===== config.mk =====
export PLATFORM = sky130hd
export DESIGN_NAME = pipe_wb_stage_flat
export DESIGN_NICKNAME = d
export VERILOG_FILES = /design/src/rtl/pipe_pkg.sv /design/src/rtl/pipe_wb_stage_if.sv /design/src/rtl/wb_load_align.sv /design/src/rtl/pipe_wb_stage.sv /design/src/flat_wrapper.sv
export SDC_FILE = /design/constraint.sdc
export NUM_CORES = 1
export LEC_CHECK = 0
export BUFFER_PORTS_ARGS = -buffer_cell sky130_fd_sc_hd__clkbuf_2
export CORE_MARGIN = 2
export CORE_UTILIZATION = 35
export CTS_BUF_LIST = sky130_fd_sc_hd__clkbuf_2
export DETAILED_ROUTE_END_ITERATION = 16
export REMOVE_ABC_BUFFERS = 1
export SLEW_MARGIN = 20
export SYNTH_ARGS = -nofsm -noshare
export SYNTH_HDL_FRONTEND = slang
export SYNTH_SLANG_ARGS = --single-unit

===== constraint.sdc =====
create_clock -name clk -period 6.4 [get_ports clk]
set_input_delay 1.28 -clock clk [delete_from_list [all_inputs] [get_ports clk]]
set_output_delay 1.28 -clock clk [all_outputs]
set_load 0.01 [all_outputs]

===== src/rtl/pipe_pkg.sv =====
// Shared types and constants for the writeback stage.
//   wb_state_t : halt state machine encoding
//   LANE_*     : active-low byte-lane enable patterns (lane0 = bits[7:0])
package pipe_pkg;

  typedef enum logic [1:0] {
    WB_RUN,
    WB_DRAIN,
    WB_HALTED
  } wb_state_t;

  localparam logic [3:0] LANE_WORD = 4'h0;
  localparam logic [3:0] LANE_LO16 = 4'hC;
  localparam logic [3:0] LANE_HI16 = 4'h3;
  localparam logic [3:0] LANE_NONE = 4'hF;

endpackage


===== src/rtl/pipe_wb_stage_if.sv =====
// MEM/WB s5 fields in, regfile write port out.
//   master : pipeline side (drives s5 fields, observes the write port)
//   slave  : writeback stage (consumes s5 fields, drives the write port)
interface pipe_wb_stage_if #(
  parameter int BITS      = 32,
  parameter int ADDR_LEFT = 4
);
  logic [BITS-1:0]    alu_out_s5;
  logic [BITS-1:0]    d_mem_rdata_s5;
  logic               sel_mem_s5;
  logic               rw_s5;
  logic [ADDR_LEFT:0] waddr_s5;
  logic [3:0]         byte_en_s5;
  logic               atomic_s5;
  logic               link_rw_s5;
  logic               halt_s5;

  logic [BITS-1:0]    reg_wdata;
  logic [ADDR_LEFT:0] reg_waddr;
  logic               reg_we_;

  modport master (
    output alu_out_s5, d_mem_rdata_s5, sel_mem_s5, rw_s5, waddr_s5,
           byte_en_s5, atomic_s5, link_rw_s5, halt_s5,
    input  reg_wdata, reg_waddr, reg_we_
  );

  modport slave (
    input  alu_out_s5, d_mem_rdata_s5, sel_mem_s5, rw_s5, waddr_s5,
           byte_en_s5, atomic_s5, link_rw_s5, halt_s5,
    output reg_wdata, reg_waddr, reg_we_
  );
endinterface


===== src/rtl/wb_load_align.sv =====
// Combinational sub-word load alignment with zero extension.
//   byte_en : active-low lane enables, lane0 = rdata[7:0]
//   rdata   : raw memory read word
//   aligned : selected lanes shifted to bit 0, zero-extended
// Unrecognised lane patterns pass the full word through.
module wb_load_align
  import pipe_pkg::*;
#(
  parameter int BITS = 32
) (
  input  logic [3:0]      byte_en,
  input  logic [BITS-1:0] rdata,
  output logic [BITS-1:0] aligned
);

  always_comb begin
    aligned = rdata;
    case (byte_en)
      LANE_WORD: aligned = rdata;
      LANE_LO16: aligned = {{(BITS-16){1'b0}}, rdata[15:0]};
      LANE_HI16: aligned = {{(BITS-16){1'b0}}, rdata[31:16]};
      4'hE:      aligned = {{(BITS-8){1'b0}}, rdata[7:0]};
      4'hD:      aligned = {{(BITS-8){1'b0}}, rdata[15:8]};
      4'hB:      aligned = {{(BITS-8){1'b0}}, rdata[23:16]};
      4'h7:      aligned = {{(BITS-8){1'b0}}, rdata[31:24]};
      LANE_NONE: aligned = rdata;
      default:   aligned = rdata;
    endcase
  end

endmodule


===== src/rtl/pipe_wb_stage.sv =====
// Writeback stage: result select (SC > load > ALU), LL/SC link
// reservation, halt drain/stop FSM and the registered regfile write port.
//   clk, rst_  : clock, asynchronous active-low reset
//   wb         : s5 fields in / regfile write port out (slave modport)
//   link_valid : LL reservation held
//   halted     : core stopped (only reset leaves this)
//   retire_cnt : committed-write count
// Optional feature: define WB_RETIRE_CNT_EN to build the retire counter;
// otherwise retire_cnt is tied to zero.
//
// state     | meaning
// WB_RUN    | normal writeback, commits allowed once armed
// WB_DRAIN  | halt accepted, s5 ignored while drain_cnt runs down
// WB_HALTED | stopped, no writes until reset
module pipe_wb_stage
  import pipe_pkg::*;
#(
  parameter int BITS         = 32,
  parameter int REG_WORDS    = 32,
  parameter int ADDR_LEFT    = $clog2(REG_WORDS) - 1,
  parameter int DRAIN_CYCLES = 2
) (
  input  logic        clk,
  input  logic        rst_,
  pipe_wb_stage_if.slave wb,
  output logic        link_valid,
  output logic        halted,
  output logic [31:0] retire_cnt
);

  wb_state_t          state;
  logic               armed;
  logic [3:0]         drain_cnt;
  logic [BITS-1:0]    link_addr;
  logic [BITS-1:0]    wdata_q;
  logic [ADDR_LEFT:0] waddr_q;
  logic               we_q_;

  logic [BITS-1:0]    load_data;
  logic [BITS-1:0]    result;
  logic               in_run;
  logic               is_ll;
  logic               is_sc;
  logic               sc_ok;
  logic               commit;

  wb_load_align #(.BITS(BITS)) u_align (
    .byte_en (wb.byte_en_s5),
    .rdata   (wb.d_mem_rdata_s5),
    .aligned (load_data)
  );

  // rw_s5 is not reset in MEM/WB, so nothing is trusted until armed.
  assign in_run = armed & (state == WB_RUN);
  assign is_ll  = wb.atomic_s5 & wb.sel_mem_s5;
  assign is_sc  = wb.atomic_s5 & ~wb.sel_mem_s5 & ~wb.link_rw_s5;
  assign sc_ok  = link_valid & (link_addr == wb.alu_out_s5);
  assign commit = in_run & ~wb.rw_s5 & ~wb.halt_s5 & (wb.waddr_s5 != '0);

  always_comb begin
    result = wb.alu_out_s5;
    if (is_sc)
      result = {{(BITS-1){1'b0}}, sc_ok};
    else if (wb.sel_mem_s5)
      result = load_data;
  end

  always_ff @(posedge clk or negedge rst_) begin
    if (!rst_) begin
      state      <= WB_RUN;
      armed      <= 1'b0;
      drain_cnt  <= 4'd0;
      halted     <= 1'b0;
      link_valid <= 1'b0;
      link_addr  <= '0;
      wdata_q    <= '0;
      waddr_q    <= '0;
      we_q_      <= 1'b1;
    end else begin
      armed <= 1'b1;
      we_q_ <= ~commit;
      if (commit) begin
        wdata_q <= result;
        waddr_q <= wb.waddr_s5;
      end

      // A qualified SC drops the link whether or not it writes.
      if (in_run & wb.halt_s5)
        link_valid <= 1'b0;
      else if (commit & is_ll) begin
        link_valid <= 1'b1;
        link_addr  <= wb.alu_out_s5;
      end else if (in_run & is_sc)
        link_valid <= 1'b0;

      case (state)
        WB_RUN: begin
          if (armed & wb.halt_s5) begin
            state     <= WB_DRAIN;
            drain_cnt <= 4'(DRAIN_CYCLES - 1);
          end
        end
        WB_DRAIN: begin
          if (drain_cnt == 4'd0) begin
            state  <= WB_HALTED;
            halted <= 1'b1;
          end else begin
            drain_cnt <= drain_cnt - 4'd1;
          end
        end
        WB_HALTED: halted <= 1'b1;
        default:   state  <= WB_RUN;
      endcase
    end
  end

  assign wb.reg_wdata = wdata_q;
  assign wb.reg_waddr = waddr_q;
  assign wb.reg_we_   = we_q_;

`ifdef WB_RETIRE_CNT_EN
  logic [31:0] retire_cnt_q;

  // No commits happen outside RUN, so the count freezes once halted.
  always_ff @(posedge clk or negedge rst_) begin
    if (!rst_)
      retire_cnt_q <= 32'h0;
    else if (commit)
      retire_cnt_q <= retire_cnt_q + 32'd1;
  end

  assign retire_cnt = retire_cnt_q;
`else
  assign retire_cnt = 32'h0;
`endif

endmodule


===== src/flat_wrapper.sv =====
// flat-port wrapper written by rule: the top's interface ports become plain ports
module pipe_wb_stage_flat import pipe_pkg::*;
#(
  parameter int BITS         = 32,
  parameter int REG_WORDS    = 32,
  parameter int ADDR_LEFT    = $clog2(REG_WORDS) - 1,
  parameter int DRAIN_CYCLES = 2
)
  (clk, rst_, link_valid, halted, retire_cnt, wb_alu_out_s5, wb_d_mem_rdata_s5, wb_sel_mem_s5, wb_rw_s5, wb_waddr_s5, wb_byte_en_s5, wb_atomic_s5, wb_link_rw_s5, wb_halt_s5, wb_reg_wdata, wb_reg_waddr, wb_reg_we_);
  pipe_wb_stage_if #(.BITS(BITS), .ADDR_LEFT(ADDR_LEFT)) wb_i ();
  input  logic clk;
  input  logic rst_;
  output logic link_valid;
  output logic halted;
  output logic [31:0] retire_cnt;
  input wire logic [$bits(wb_i.alu_out_s5)-1:0] wb_alu_out_s5;
  input wire logic [$bits(wb_i.d_mem_rdata_s5)-1:0] wb_d_mem_rdata_s5;
  input wire logic [$bits(wb_i.sel_mem_s5)-1:0] wb_sel_mem_s5;
  input wire logic [$bits(wb_i.rw_s5)-1:0] wb_rw_s5;
  input wire logic [$bits(wb_i.waddr_s5)-1:0] wb_waddr_s5;
  input wire logic [$bits(wb_i.byte_en_s5)-1:0] wb_byte_en_s5;
  input wire logic [$bits(wb_i.atomic_s5)-1:0] wb_atomic_s5;
  input wire logic [$bits(wb_i.link_rw_s5)-1:0] wb_link_rw_s5;
  input wire logic [$bits(wb_i.halt_s5)-1:0] wb_halt_s5;
  output wire logic [$bits(wb_i.reg_wdata)-1:0] wb_reg_wdata;
  output wire logic [$bits(wb_i.reg_waddr)-1:0] wb_reg_waddr;
  output wire logic [$bits(wb_i.reg_we_)-1:0] wb_reg_we_;
  assign wb_i.alu_out_s5 = wb_alu_out_s5;
  assign wb_i.d_mem_rdata_s5 = wb_d_mem_rdata_s5;
  assign wb_i.sel_mem_s5 = wb_sel_mem_s5;
  assign wb_i.rw_s5 = wb_rw_s5;
  assign wb_i.waddr_s5 = wb_waddr_s5;
  assign wb_i.byte_en_s5 = wb_byte_en_s5;
  assign wb_i.atomic_s5 = wb_atomic_s5;
  assign wb_i.link_rw_s5 = wb_link_rw_s5;
  assign wb_i.halt_s5 = wb_halt_s5;
  assign wb_reg_wdata = wb_i.reg_wdata;
  assign wb_reg_waddr = wb_i.reg_waddr;
  assign wb_reg_we_ = wb_i.reg_we_;
  pipe_wb_stage #(.BITS(BITS), .REG_WORDS(REG_WORDS), .ADDR_LEFT(ADDR_LEFT), .DRAIN_CYCLES(DRAIN_CYCLES)) u_core (.clk(clk), .rst_(rst_), .wb(wb_i), .link_valid(link_valid), .halted(halted), .retire_cnt(retire_cnt));
endmodule

==> results_dict.tcl <==
set metrics [dict create \
    ys_async_sr_fraction_pct 100 \
    outcome "complete, no violations" \
    nFillCells 1152 \
    io-pin-count 152 \
    synth_area_per_cell_sq_um 10.4 \
    fin_hold_ws_ns 0.504 \
    slew_violations 0 \
    port_buffers 119 \
    rr_worst_depth 6 \
    synth_cell_type_count 40 \
    cts_resized 0 \
    cellLeakagePower_uw 0.00247 \
    post-dp-hpwl_um 8600 \
    post-synth-top-count-cell "dfrtp_1" \
    areaGrowthSynthToFinish_pct 17.4 \
    min_period_ns 3.49 \
    syn_area_sq_um 4150 \
    clock_latency_ns 0.53 \
    critPathRequiredTime_ns 6.84 \
    hold_path_depth 2 \
    fmax_mhz 286 \
    cts_tree "done" \
    die_w_um 113 \
    ys_seq_elements 79 \
    finalCritPeriodShare_pct 54.6 \
    reg2reg_from "u_core.state[0]" \
    drt_iter0_markers 172 \
    r2r_end "u_core.wb.reg_wdata[0]" \
    grtUsageTotal_pct 18.1 \
    antenna_found_initial 0 \
    power_density_nw_per_um2 180 \
    vias 3373 \
    critPathLaunch "wb_sel_mem_s5" \
    synth_edf_count 0 \
    drive_gt1_share_pct 33.1 \
    grt_pass1_vias 3248 \
    grt_overflow 0 \
    skew_ns 0.0199 \
    synth_common_cells "dfrtp_1 (78), nand2_1 (49), buf_4 (32), a21oi_1 (26), o21ai_0 (26)" \
    max_slew_margin_pct 29.2 \
    postSynthCellCount 399 \
    crit_fanout 27 \
    initial_core_util_pct 36.2 \
    fin_tns_setup_ns 0 \
    die_area_sq_um 12700 \
    wl_per_cell_um 17.5 \
    gp_congestion 0.769 \
    yosysSeqAreaShare_pct 47.7 \
    hold_class "reg2reg" \
    rrSetupSlack_ns 3.63 \
    cp-start-kind "input pin" \
    htreeDepth 3 \
    critPathCaptureType "flip-flop" \
    rsz0062_at_grt "no" \
    max_cap_violations 0 \
    root_buffer "clkbuf_2" \
    die_h_um 113 \
    holdBufCountCts 0 \
    cp-endpoint "u_core.wb.reg_wdata[15]" \
    ys.flop_type "dfrtp_1" \
    drc_errors 0 \
    wl_um 11600 \
    clk_pin_slew_ns 0.21 \
    fp-row-count 39 \
    grt_first_pass_wirelength_um 17800 \
    setup_viol_count_final 0 \
    worstMarginPinSlew_ns 1.06 \
    cts_sinks 79 \
    grt_max_degree 80 \
    yosysWarnings 0 \
    cts_setup_buffers 0 \
    yosys-top-cells-area "dfrtp_1 (47%), mux2_2 (6.5%), buf_4 (5.8%)" \
    peakVddDrop_mv 0.0846 \
    cts_made_buffers 9 \
    critPathKind "in2reg" \
    synth_top_area_cell "dfrtp_1" \
    ant_nets 0 \
    hold_violations 0 \
    clockBufferDepth 2 \
    crit_arrival_ns 3.94 \
    nets 593 \
    netlist.area_leader.share_pct 47.1 \
    drt_pass1_iterations 6 \
    via_per_inst 5.10 \
    core_sq_um 11500 \
]
==> logic make-up after synthesis <==
| kind of cell | after synthesis | share of synthesized area [%] |
|---|---|---|
| AND/OR/NAND/NOR | 88 | 10.5 |
| XOR/XNOR | 37 | 7.82 |
| buffers and inverters | 57 | 8.18 |
| multiplexers | 35 | 9.51 |
| adder cells (fa/ha/maj) | 1 | 0.302 |
| other | 2 | 0.181 |
| flip-flops | 79 | 47.7 |
| AO/OA/AOI/OAI | 100 | 15.8 |
==> layout make-up <==
type | instances | area, sq um | share of cell area (%)
inverters | 5 | 18.8 | 0.385
multi-input cells | 294 | 1950 | 40.1
clock inverters | 5 | 50.0 | 1.03
flip-flops and latches | 79 | 1980 | 40.6
diodes | 1 | 2.50 | 0.0514
well taps | 143 | 179 | 3.67
clock buffers | 11 | 55.1 | 1.13
repair buffers | 123 | 632 | 13.0
==> through the flow <==
step	worst slack (ns)	std cells	power, uW	area (sq um)	util (%)
after detailed placement	2.37	644	620	4760	41.5
final	2.91	661	875	4870	42.5
after floorplan	2.21	378	556	3940	-
after global placement	2.43	644	619	4760	41.5
after CTS	2.94	660	880	4860	42.4
after global routing	2.78	660	916	4870	42.4
==> placed cells by master (no fill, tap or decap), types with 2 or more instances in the layout <==
master      n
nor2b_1     9
o21ai_0    26
a222oi_1    8
or2_2       3
buf_4       4
inv_1       4
nand4_1     4
nand3b_1    2
xnor2_1    18
o211ai_1    8
a21oi_1    26
xor2_1     19
a22oi_1    16
a22o_1      3
mux2_2     24
o31ai_1     7
mux2_1     11
clkbuf_2  129
nor4_1      6
clkinv_2    4
or4_1       3
nand2_1    49
conb_1     33
nor2_1      6
dfrtp_1    78
==> worst min-delay path by stage <==
stage	slack, ns	startpoint	endpoint
5_1_grt	0.52	u_core.halted	u_core.halted
3_5_place_dp	0.46	u_core.halted	u_core.halted
3_3_place_gp	0.46	u_core.halted	u_core.halted
4_1_cts	0.51	u_core.wb.reg_wdata[30]	u_core.wb.reg_wdata[30]
2_1_floorplan	0.48	u_core.drain_cnt[0]	u_core.drain_cnt[0]
6_report	0.50	u_core.wb.reg_wdata[30]	u_core.wb.reg_wdata[30]
==> flip-flops by register name (all words and copies together) (netlist names) <==
name and count:
u_core.link_addr 32, u_core.wb.reg_wdata 32, u_core.wb.reg_waddr 5, u_core.drain_cnt 4, u_core.state 2, u_core.armed 1, u_core.halted 1, u_core.link_valid 1
u_core.wb.reg_we_ 1
==> worst max-delay path: stages <==
cell      delay, ns
clkbuf_2       0.34
clkinv_1       0.78
a211oi_1       1.11
a222oi_1       0.19
o21ai_0        0.22
==> layer usage <==
layer | track usage (%) | routed length, um | up-vias
li1 | - | - | 1588
met5 | 0 | 0 | -
met1 | 25.6 | 5250 | 1625
met2 | 28.2 | 5350 | 146
met4 | 4.96 | 181 | 0
met3 | 3.80 | 798 | 14
==> where the power goes <==
group,total (uW),switching [uW],internal (uW),leakage (uW)
Clock,264,173,91.0,0.0000755
Sequential,500,0.148,500,0.00109
Combinational,111,71.0,40.2,0.00131
Note: power is estimated with default switching activity, not from simulation.
